[src/rtl/mem_pattern_tester_if.sv]
// Memory-controller handshake bundle: reset, start, direction, beat strobe and data.
// Latency: none (wires only).
// Backpressure: none; the controller paces beats with mem_ready and ends sweeps with mem_done.
//
// Ports (master = tester side):
//   mem_rst_n, mem_start, mem_rnw, mem_wdat  : tester -> controller
//   mem_done, mem_ready, mem_rdat            : controller -> tester
interface mem_pattern_tester_if #(
  parameter int DW = 16
);
  logic          mem_rst_n;
  logic          mem_start;
  logic          mem_rnw;
  logic          mem_done;
  logic          mem_ready;
  logic [DW-1:0] mem_wdat;
  logic [DW-1:0] mem_rdat;

  modport master (
    output mem_rst_n, mem_start, mem_rnw, mem_wdat,
    input  mem_done, mem_ready, mem_rdat
  );

  modport slave (
    input  mem_rst_n, mem_start, mem_rnw, mem_wdat,
    output mem_done, mem_ready, mem_rdat
  );
endinterface

[src/rtl/mem_pattern_tester.sv]
// Memory pattern tester: repeated full-array write/read sweeps, counting read-back mismatches.
// Latency: one pass = (2 setup cycles + sweep) per direction + 1; a mismatch is counted 1 cycle after its beat.
// Backpressure: none; a beat is consumed on every mem_ready in WRITE/READ, the controller sets the pace.
//
// Ports: clk; rst_n (synchronous, active-low); mode (0 LFSR, 1 walking-one, 2 address, 3 checkerboard);
//   mem (mem_pattern_tester_if.master); passcount (wrapping); failcount (saturating);
//   err_valid/err_idx/err_exp/err_act: first-mismatch log, built only when MEMTEST_ERRLOG_EN is defined,
//   otherwise tied to 0.
module mem_pattern_tester #(
  parameter int DW       = 16,
  parameter int CNT_W    = 32,
  parameter int IDX_W    = 24,
  parameter int RST_WAIT = 5000000
) (
  input  logic                 clk,
  input  logic                 rst_n,
  input  logic [1:0]           mode,
  mem_pattern_tester_if.master mem,
  output logic [CNT_W-1:0]     passcount,
  output logic [CNT_W-1:0]     failcount,
  output logic                 err_valid,
  output logic [IDX_W-1:0]     err_idx,
  output logic [DW-1:0]        err_exp,
  output logic [DW-1:0]        err_act
);

  typedef enum logic [3:0] {
    HOLD, INIT, WR_SET, WR_GO, WRITE, RD_SET, RD_GO, READ, PASS_END
  } state_t;

  localparam int HW = $clog2(RST_WAIT + 1);
  localparam logic [HW-1:0] HOLD_LAST = HW'(RST_WAIT - 1);

  // Galois taps: x^16+x^14+x^13+x^11+1 and x^32+x^22+x^2+x+1 (right-shifting form).
  localparam logic [31:0]   TAPS_FULL = (DW == 32) ? 32'h8020_0003 : 32'h0000_B400;
  localparam logic [DW-1:0] LFSR_TAPS = TAPS_FULL[DW-1:0];
  localparam logic [DW-1:0] CHK_A     = {(DW/2){2'b01}};
  localparam logic [DW-1:0] CHK_B     = {(DW/2){2'b10}};

  state_t            state, state_nx;
  logic [HW-1:0]     hold_cnt;
  logic [1:0]        mode_q;
  logic [DW-1:0]     lfsr_q, lfsr_sv, walk_q, chk_q, pat, idx_pat;
  logic              chk_inv_q;
  logic [IDX_W-1:0]  idx_q;
  logic              start_c, rnw_c, beat, mismatch;

  always_ff @(posedge clk) begin
    if (!rst_n) state <= HOLD;
    else        state <= state_nx;
  end

  always_comb begin
    state_nx = state;
    start_c  = 1'b0;
    rnw_c    = 1'b0;
    case (state)
      HOLD:     if (hold_cnt == HOLD_LAST) state_nx = INIT;
      INIT:     if (mem.mem_done) state_nx = WR_SET;
      WR_SET:   state_nx = WR_GO;
      WR_GO:    begin start_c = 1'b1; state_nx = WRITE; end
      WRITE:    if (mem.mem_done) state_nx = RD_SET;
      RD_SET:   begin rnw_c = 1'b1; state_nx = RD_GO; end
      RD_GO:    begin rnw_c = 1'b1; start_c = 1'b1; state_nx = READ; end
      READ:     begin rnw_c = 1'b1; if (mem.mem_done) state_nx = PASS_END; end
      PASS_END: state_nx = WR_SET;
      default:  state_nx = HOLD;
    endcase
  end

  // Address pattern: beat index zero-extended or truncated to the data width.
  if (IDX_W >= DW) begin : g_idx_trunc
    assign idx_pat = idx_q[DW-1:0];
  end else begin : g_idx_ext
    assign idx_pat = {{(DW-IDX_W){1'b0}}, idx_q};
  end

  always_comb begin
    pat = lfsr_q;
    case (mode_q)
      2'd1:    pat = walk_q;
      2'd2:    pat = idx_pat;
      2'd3:    pat = chk_q;
      default: pat = lfsr_q;
    endcase
  end

  // Beats are only meaningful inside a sweep; strobes elsewhere are dropped.
  assign beat     = mem.mem_ready && (state == WRITE || state == READ);
  assign mismatch = beat && (state == READ) && (mem.mem_rdat != pat);

  // Outputs are forced low while rst_n is asserted, independent of the state register.
  assign mem.mem_rst_n = rst_n && (state != HOLD);
  assign mem.mem_start = rst_n && start_c;
  assign mem.mem_rnw   = rst_n && rnw_c;
  assign mem.mem_wdat  = rst_n ? pat : '0;

  always_ff @(posedge clk) begin
    if (!rst_n) begin
      hold_cnt  <= '0;
      mode_q    <= 2'd0;
      lfsr_q    <= DW'(1);
      lfsr_sv   <= DW'(1);
      walk_q    <= DW'(1);
      chk_q     <= CHK_A;
      chk_inv_q <= 1'b0;
      idx_q     <= '0;
      passcount <= '0;
      failcount <= '0;
    end else begin
      if (state == HOLD) hold_cnt <= hold_cnt + HW'(1);
      if (beat) begin
        lfsr_q <= (lfsr_q >> 1) ^ (lfsr_q[0] ? LFSR_TAPS : '0);
        walk_q <= {walk_q[DW-2:0], walk_q[DW-1]};
        chk_q  <= ~chk_q;
        idx_q  <= idx_q + IDX_W'(1);
      end
      if (mismatch && (failcount != {CNT_W{1'b1}})) failcount <= failcount + CNT_W'(1);
      case (state)
        WR_SET: begin
          // The LFSR snapshot lets the read sweep regenerate exactly what was written.
          mode_q  <= mode;
          lfsr_sv <= lfsr_q;
          walk_q  <= DW'(1);
          chk_q   <= chk_inv_q ? CHK_B : CHK_A;
          idx_q   <= '0;
        end
        RD_SET: begin
          lfsr_q <= lfsr_sv;
          walk_q <= DW'(1);
          chk_q  <= chk_inv_q ? CHK_B : CHK_A;
          idx_q  <= '0;
        end
        PASS_END: begin
          passcount <= passcount + CNT_W'(1);
          chk_inv_q <= ~chk_inv_q;
        end
        default: ;
      endcase
    end
  end

`ifdef MEMTEST_ERRLOG_EN
  logic              err_valid_q;
  logic [IDX_W-1:0]  err_idx_q;
  logic [DW-1:0]     err_exp_q, err_act_q;

  always_ff @(posedge clk) begin
    if (!rst_n) begin
      err_valid_q <= 1'b0;
      err_idx_q   <= '0;
      err_exp_q   <= '0;
      err_act_q   <= '0;
    end else if (mismatch && !err_valid_q) begin
      err_valid_q <= 1'b1;
      err_idx_q   <= idx_q;
      err_exp_q   <= pat;
      err_act_q   <= mem.mem_rdat;
    end
  end

  assign err_valid = err_valid_q;
  assign err_idx   = err_idx_q;
  assign err_exp   = err_exp_q;
  assign err_act   = err_act_q;
`else
  assign err_valid = 1'b0;
  assign err_idx   = '0;
  assign err_exp   = '0;
  assign err_act   = '0;
`endif

endmodule

[src/flat_wrapper.sv]
// flat-port wrapper written by rule: the top's interface ports become plain ports
module mem_pattern_tester_flat 
#(
  parameter int DW       = 16,
  parameter int CNT_W    = 32,
  parameter int IDX_W    = 24,
  parameter int RST_WAIT = 5000000
)
  (clk, rst_n, mode, passcount, failcount, err_valid, err_idx, err_exp, err_act, mem_mem_rst_n, mem_mem_start, mem_mem_rnw, mem_mem_wdat, mem_mem_done, mem_mem_ready, mem_mem_rdat);
  mem_pattern_tester_if #(.DW(DW)) mem_i ();
  input  logic clk;
  input  logic rst_n;
  input  logic [1:0] mode;
  output logic [CNT_W-1:0] passcount;
  output logic [CNT_W-1:0] failcount;
  output logic err_valid;
  output logic [IDX_W-1:0] err_idx;
  output logic [DW-1:0] err_exp;
  output logic [DW-1:0] err_act;
  output wire logic [$bits(mem_i.mem_rst_n)-1:0] mem_mem_rst_n;
  output wire logic [$bits(mem_i.mem_start)-1:0] mem_mem_start;
  output wire logic [$bits(mem_i.mem_rnw)-1:0] mem_mem_rnw;
  output wire logic [$bits(mem_i.mem_wdat)-1:0] mem_mem_wdat;
  input wire logic [$bits(mem_i.mem_done)-1:0] mem_mem_done;
  input wire logic [$bits(mem_i.mem_ready)-1:0] mem_mem_ready;
  input wire logic [$bits(mem_i.mem_rdat)-1:0] mem_mem_rdat;
  assign mem_mem_rst_n = mem_i.mem_rst_n;
  assign mem_mem_start = mem_i.mem_start;
  assign mem_mem_rnw = mem_i.mem_rnw;
  assign mem_mem_wdat = mem_i.mem_wdat;
  assign mem_i.mem_done = mem_mem_done;
  assign mem_i.mem_ready = mem_mem_ready;
  assign mem_i.mem_rdat = mem_mem_rdat;
  mem_pattern_tester #(.DW(DW), .CNT_W(CNT_W), .IDX_W(IDX_W), .RST_WAIT(RST_WAIT)) u_core (.clk(clk), .rst_n(rst_n), .mode(mode), .mem(mem_i), .passcount(passcount), .failcount(failcount), .err_valid(err_valid), .err_idx(err_idx), .err_exp(err_exp), .err_act(err_act));
endmodule
[config.mk]
export PLATFORM = sky130hd
export DESIGN_NAME = mem_pattern_tester_flat
export DESIGN_NICKNAME = d
export VERILOG_FILES = /design/src/rtl/mem_pattern_tester_if.sv /design/src/rtl/mem_pattern_tester.sv /design/src/flat_wrapper.sv
export SDC_FILE = /design/constraint.sdc
export NUM_CORES = 1
export LEC_CHECK = 0
export BUFFER_PORTS_ARGS = -buffer_cell sky130_fd_sc_hd__clkbuf_2
export CAP_MARGIN = 25
export CORE_ASPECT_RATIO = 1.5
export CORE_UTILIZATION = 30
export DETAILED_ROUTE_END_ITERATION = 12
export GPL_TIMING_DRIVEN = 0
export HOLD_SLACK_MARGIN = 0.02
export PLACE_DENSITY = 0.59
export SETUP_SLACK_MARGIN = 0.5
export SKIP_CTS_REPAIR_TIMING = 1
export SLEW_MARGIN = 30
export SYNTH_ARGS = -nofsm -noshare
export SYNTH_HDL_FRONTEND = slang
export SYNTH_SLANG_ARGS = --single-unit
[constraint.sdc]
create_clock -name clk -period 4.88 [get_ports clk]
set_clock_uncertainty 0.1 [all_clocks]
set_input_delay 0.976 -clock clk [delete_from_list [all_inputs] [get_ports clk]]
set_output_delay 0.976 -clock clk [all_outputs]
set_load 0.02 [all_outputs]
**Word-level counts from Yosys, hierarchy flattened**

Index checks and enable logic that the tools add are counted.

- $add $sub $neg: 4
- Eq/ne operators: 18
- Mux-type cells: 15
- Bitwise logic cells: 4
- Reductions and logical operators: 17

Operators with widths:

| kind | count |
|---|---|
| $mux W16 | 7 |
| $add A32 B1 Y32 const B | 2 |
| $pmux W16 S3 | 1 |
| $pmux W4 S9 | 1 |
| $ne A32 B32 Y1 const B | 1 |
| $add A24 B1 Y24 const B | 1 |
| $add A23 B1 Y23 const B | 1 |
| $eq A23 B23 Y1 const B | 1 |
| $eq A4 B3 Y1 const B | 4 |
| $mux W4 | 4 |
| $ne A16 B16 Y1 | 1 |
| $not A16 Y16 | 1 |
| $xor A15 B16 Y16 | 1 |
| $eq A4 B2 Y1 const B | 2 |
| $logic_and A1 B1 Y1 | 7 |
| $ne A2 B2 Y1 const B | 3 |
| $reduce_or A3 Y1 | 2 |
| $eq A2 B2 Y1 const B | 2 |
| $eq A4 B1 Y1 const B | 1 |
| $eq A4 B4 Y1 const B | 1 |
| $logic_not A4 Y1 | 1 |
| $reduce_and A4 Y1 | 1 |
| $reduce_bool A2 Y1 | 2 |
| $reduce_bool A4 Y1 | 1 |
| 6 further kinds | 9 |

- Register bits: 182
- Input bits: 22
- Output and inout port bits: 140
- Logic and storage cells: 69

**Logic depth before layout (Yosys ltp)**

- Depth after elaboration: 6
- Mapped depth: 10
- Depth with buffers taken out: 7

**Worst setup path before layout**

Ideal clock, no wire load.

- Path kind: input to output
- Start point: input rst_n
- End point: output mem_mem_start
- Data arrival time: 1,994 ps
- Setup slack: 1,810 ps
- Cell stages on the path: 3
- Path buffers: 1
- Path through: clkinv_1 clkbuf_1 nor4_1

- Word-level cells in the longest chain between the ends: 1

RTL lines:

| what | line | text |
|---|---|---|
| start, declared | flat_wrapper.sv:12 | `input logic rst_n;` |
| $logic_and A1 B1 Y1 | mem_pattern_tester.sv:94 | `assign mem.mem_start = rst_n && start_c;` |
| end, declared | flat_wrapper.sv:21 | `output wire logic [$bits(mem_i.mem_start)-1:0] mem_mem_start;` |

No other way between the ends.

**Final worst setup path**

- Start point: input rst_n
- End point: output mem_mem_rst_n

- Word-level cells in the longest chain between the ends: 1

RTL lines:

| what | line | text |
|---|---|---|
| $logic_and A1 B1 Y1 | mem_pattern_tester.sv:93 | `assign mem.mem_rst_n = rst_n && (state != HOLD);` |
| end, declared | flat_wrapper.sv:20 | `output wire logic [$bits(mem_i.mem_rst_n)-1:0] mem_mem_rst_n;` |

No other way between the ends.

==> impl_metrics.yaml <==
clock_tree:
  root_buffer: "clkbuf_16"
  cts.clk_slew.worst_paths_ps: 60
  clk_latency_ps: 440
  cts_buffers: 17
  clock-sinks: 174
  htreeDepth: 4
  cts_tree: "yes"
  cts_buffer_depth: 2
detailed_routing:
  first_pass_iters: 5
  drc: 0
  drtIter0Drc: 321
  routed-via-count: 7709
  wl_per_cell_um: 14.9
  vias_per_cell: 4.89
  ant_nets: 0
  routed_wl_mm: 23.6
timing:
  finalSetupTns_ps: 0
  setup_viol: 0
  finalMaxSlewViolations: 0
  tightest_slew_ps: 952
  fin_crit_ps: 3630
  grt_setup_unrepaired: "false"
  hold_viol: 0
  finalCritPeriodShare_pct: 74.4
  timing.fmax_mhz: 275
  max_slew_margin_pct: 36.4
synthesis:
  synth_cells: 1040
  ys_seq_elements: 174
  synth_edf_count: 0
  ys_seq_area_share_pct: 40.4
  synthTopCellsByCount: "174 x dfxtp_1, 160 x nand2_1, 103 x nor2_1, 93 x a21oi_1, 58 x buf_4"
  yosysWarnings: 0
  post_synth.cell_area_avg_um2: 8.29
  synth_cell_types: 45
  synth_ff_type: "dfxtp_1"
  synth_top_area_share_pct: 40.4
  ys_async_sr_fraction_pct: 0
  yosysTopAreaCell: "dfxtp_1"
  synth_most_common_cell: "dfxtp_1"
  netlist_area_um2: 8620
  synth_area_leaders: "dfxtp_1 40%, nand2_1 7.0%, a21oi_1 5.4%"
floorplanning:
  row_count: 75
  die_w_um: 140
  fp.dieArea_um2: 29400
  io_pins: 162
  initial_core_util_pct: 30.6
  design.core.area_um2: 28200
  die_h_um: 210
setup_path:
  arrival_ps: 2550
  reg2reg_depth: 10
  start_kind: "input pin"
  cp-end-kind: "output pin"
  crit-reg2reg-launch: "u_core.mode_q[1]$_SDFFE_PN0P_"
  r2r_slack_ps: 1710
  required_ps: 3800
  r2r-end: "u_core.failcount[26]$_SDFFE_PN0P_"
  critPathKind: "in2out"
  cp_max_fo: 10
power_and_ir_drop:
  p_leak_nw: 3.93
  powerDensity_nw_per_um2: 277
  ir_drop_mv: 0.258
min_path:
  hp-class: "reg2reg"
  hold_end: "u_core.lfsr_sv[12]$_SDFFE_PN0P_"
  hold_depth: 2
  worstHoldStart: "u_core.lfsr_sv[12]$_SDFFE_PN0P_"
global_route:
  gr-usage-all-layers_pct: 16.4
  grt_pass1_vias: 7300
  grt_max_degree: 17
  antenna_found_initial: 0
  grt_overflow: 0
  grt_pass1_wl_mm: 37.9
placement:
  port-buffer-count: 104
  dpl_cell_area_um2: 9810
  place.gp.congestion: 0.833
  dpl.hpwl_mm: 17.8
cells_and_area:
  final_layout_size_suffix_gt1_share_pct: 18.2
  antenna_cells: 0
  fin_nets: 1245
  finish.instance_area_um2: 10400
  syn2layout_area_growth_pct: 20.1
job:
  maxCapViolCount: 0
outcome:
  status: "finished clean"
## worst max-delay path: stages
cell and delay, ps:
clkbuf_2 110, clkinv_1 170, clkbuf_1 540, clkbuf_1 430, nor2_1 130, clkbuf_2 190
## placed cells by master, fill, tap and decap left out, types with 3 or more instances in the layout
| master | netlist | routed |
|---|---|---|
| nand2b_1 | 7 | 7 |
| and2_1 | 21 | 21 |
| a21oi_1 | 93 | 93 |
| buf_2 | 7 | 7 |
| buf_1 | 5 | 5 |
| and3_1 | 17 | 17 |
| clkinvlp_4 | 0 | 4 |
| nor4_1 | 6 | 6 |
| a211oi_1 | 8 | 8 |
| mux4_2 | 16 | 16 |
| inv_6 | 0 | 3 |
| nor4b_1 | 4 | 4 |
| or4_1 | 12 | 12 |
| mux2i_1 | 12 | 12 |
| buf_4 | 58 | 58 |
| xnor2_1 | 49 | 49 |
| conb_1 | 1 | 57 |
| dfxtp_1 | 174 | 174 |
| ha_1 | 4 | 4 |
| o21ai_0 | 12 | 12 |
| buf_6 | 3 | 3 |
| nor3_1 | 18 | 16 |
| inv_1 | 15 | 15 |
| nor2_1 | 103 | 103 |
| nand3_1 | 33 | 33 |
| clkbuf_16 | 0 | 17 |
| or3_1 | 25 | 25 |
| o211ai_1 | 11 | 11 |
| nand3b_1 | 3 | 3 |
| o21ai_1 | 15 | 15 |
| clkbuf_1 | 40 | 44 |
| clkbuf_2 | 0 | 104 |
| and4_1 | 9 | 9 |
| xor2_1 | 33 | 33 |
| o31ai_1 | 8 | 8 |
| nor2b_1 | 3 | 3 |
| nand2_1 | 160 | 160 |
| nand4_1 | 41 | 41 |
## registers in the layout (all words and copies together), names as in the netlist
signal            count
u_core.hold_cnt      23
u_core.lfsr_sv       16
u_core.state          4
u_core.failcount     32
u_core.walk_q        16
u_core.chk_q         16
u_core.chk_inv_q      1
u_core.lfsr_q        16
u_core.passcount     32
u_core.mode_q         2
u_core.idx_q         16
## per-layer routing
layer | wire [um] | vias to the layer above | GRT usage, %
met4 | 516 | 0 | 6.78
met5 | 0 | - | 0
met2 | 12500 | 222 | 31.0
li1 | - | 3839 | -
met3 | 907 | 44 | 2.58
met1 | 9620 | 3604 | 18.0
## kinds of logic after synthesis
logic type                 share of synthesized area, %
AOI/OAI and AO/OA                                  9.62
xor gates and xnor gates                           8.33
adders and majority gates                         0.580
buffers and inverters                              8.50
DFF                                                40.4
muxes                                              5.57
other                                            0.0435
and+or+nand+nor                                    27.0
## worst max-delay path by stage
stage	endpoint	startpoint	slack (ps)
2_1_floorplan	mem_mem_start	rst_n	1810
3_3_place_gp	mem_mem_rst_n	rst_n	1130
3_5_place_dp	mem_mem_rst_n	rst_n	1150
4_1_cts	mem_mem_rst_n	rst_n	1140
5_1_grt	mem_mem_rst_n	rst_n	1060
6_report	mem_mem_rst_n	rst_n	1250
## layout make-up
class	count	area, um^2
buffer	113	673
clock buffer	21	440
clock inverter	11	109
fill	2922	17800
inverter	16	60.1
multi-input combinational	793	4640
sequential	174	3480
tap	346	433
timing repair buffer	104	520
## power breakdown
group | total (W) | internal (W) | switching (W)
logic | 0.000140 | 0.0000502 | 0.0000903
registers | 0.00142 | 0.00142 | 0.00000250
clock network | 0.00131 | 0.000708 | 0.000600
## metrics by stage
step | hold WS [ps] | instances | setup WS (ps) | total power (W) | util (%)
global placement | 342 | 1546 | 1130 | 0.00160 | 34.8
global route | 375 | 1578 | 1060 | 0.00296 | 36.8
floorplan | 330 | 1096 | 1810 | 0.00157 | -
detailed placement | 348 | 1546 | 1150 | 0.00160 | 34.8
CTS | 358 | 1578 | 1140 | 0.00290 | 36.8
finish | 355 | 1578 | 1250 | 0.00287 | 36.8
(Power assumes the default switching activity.)
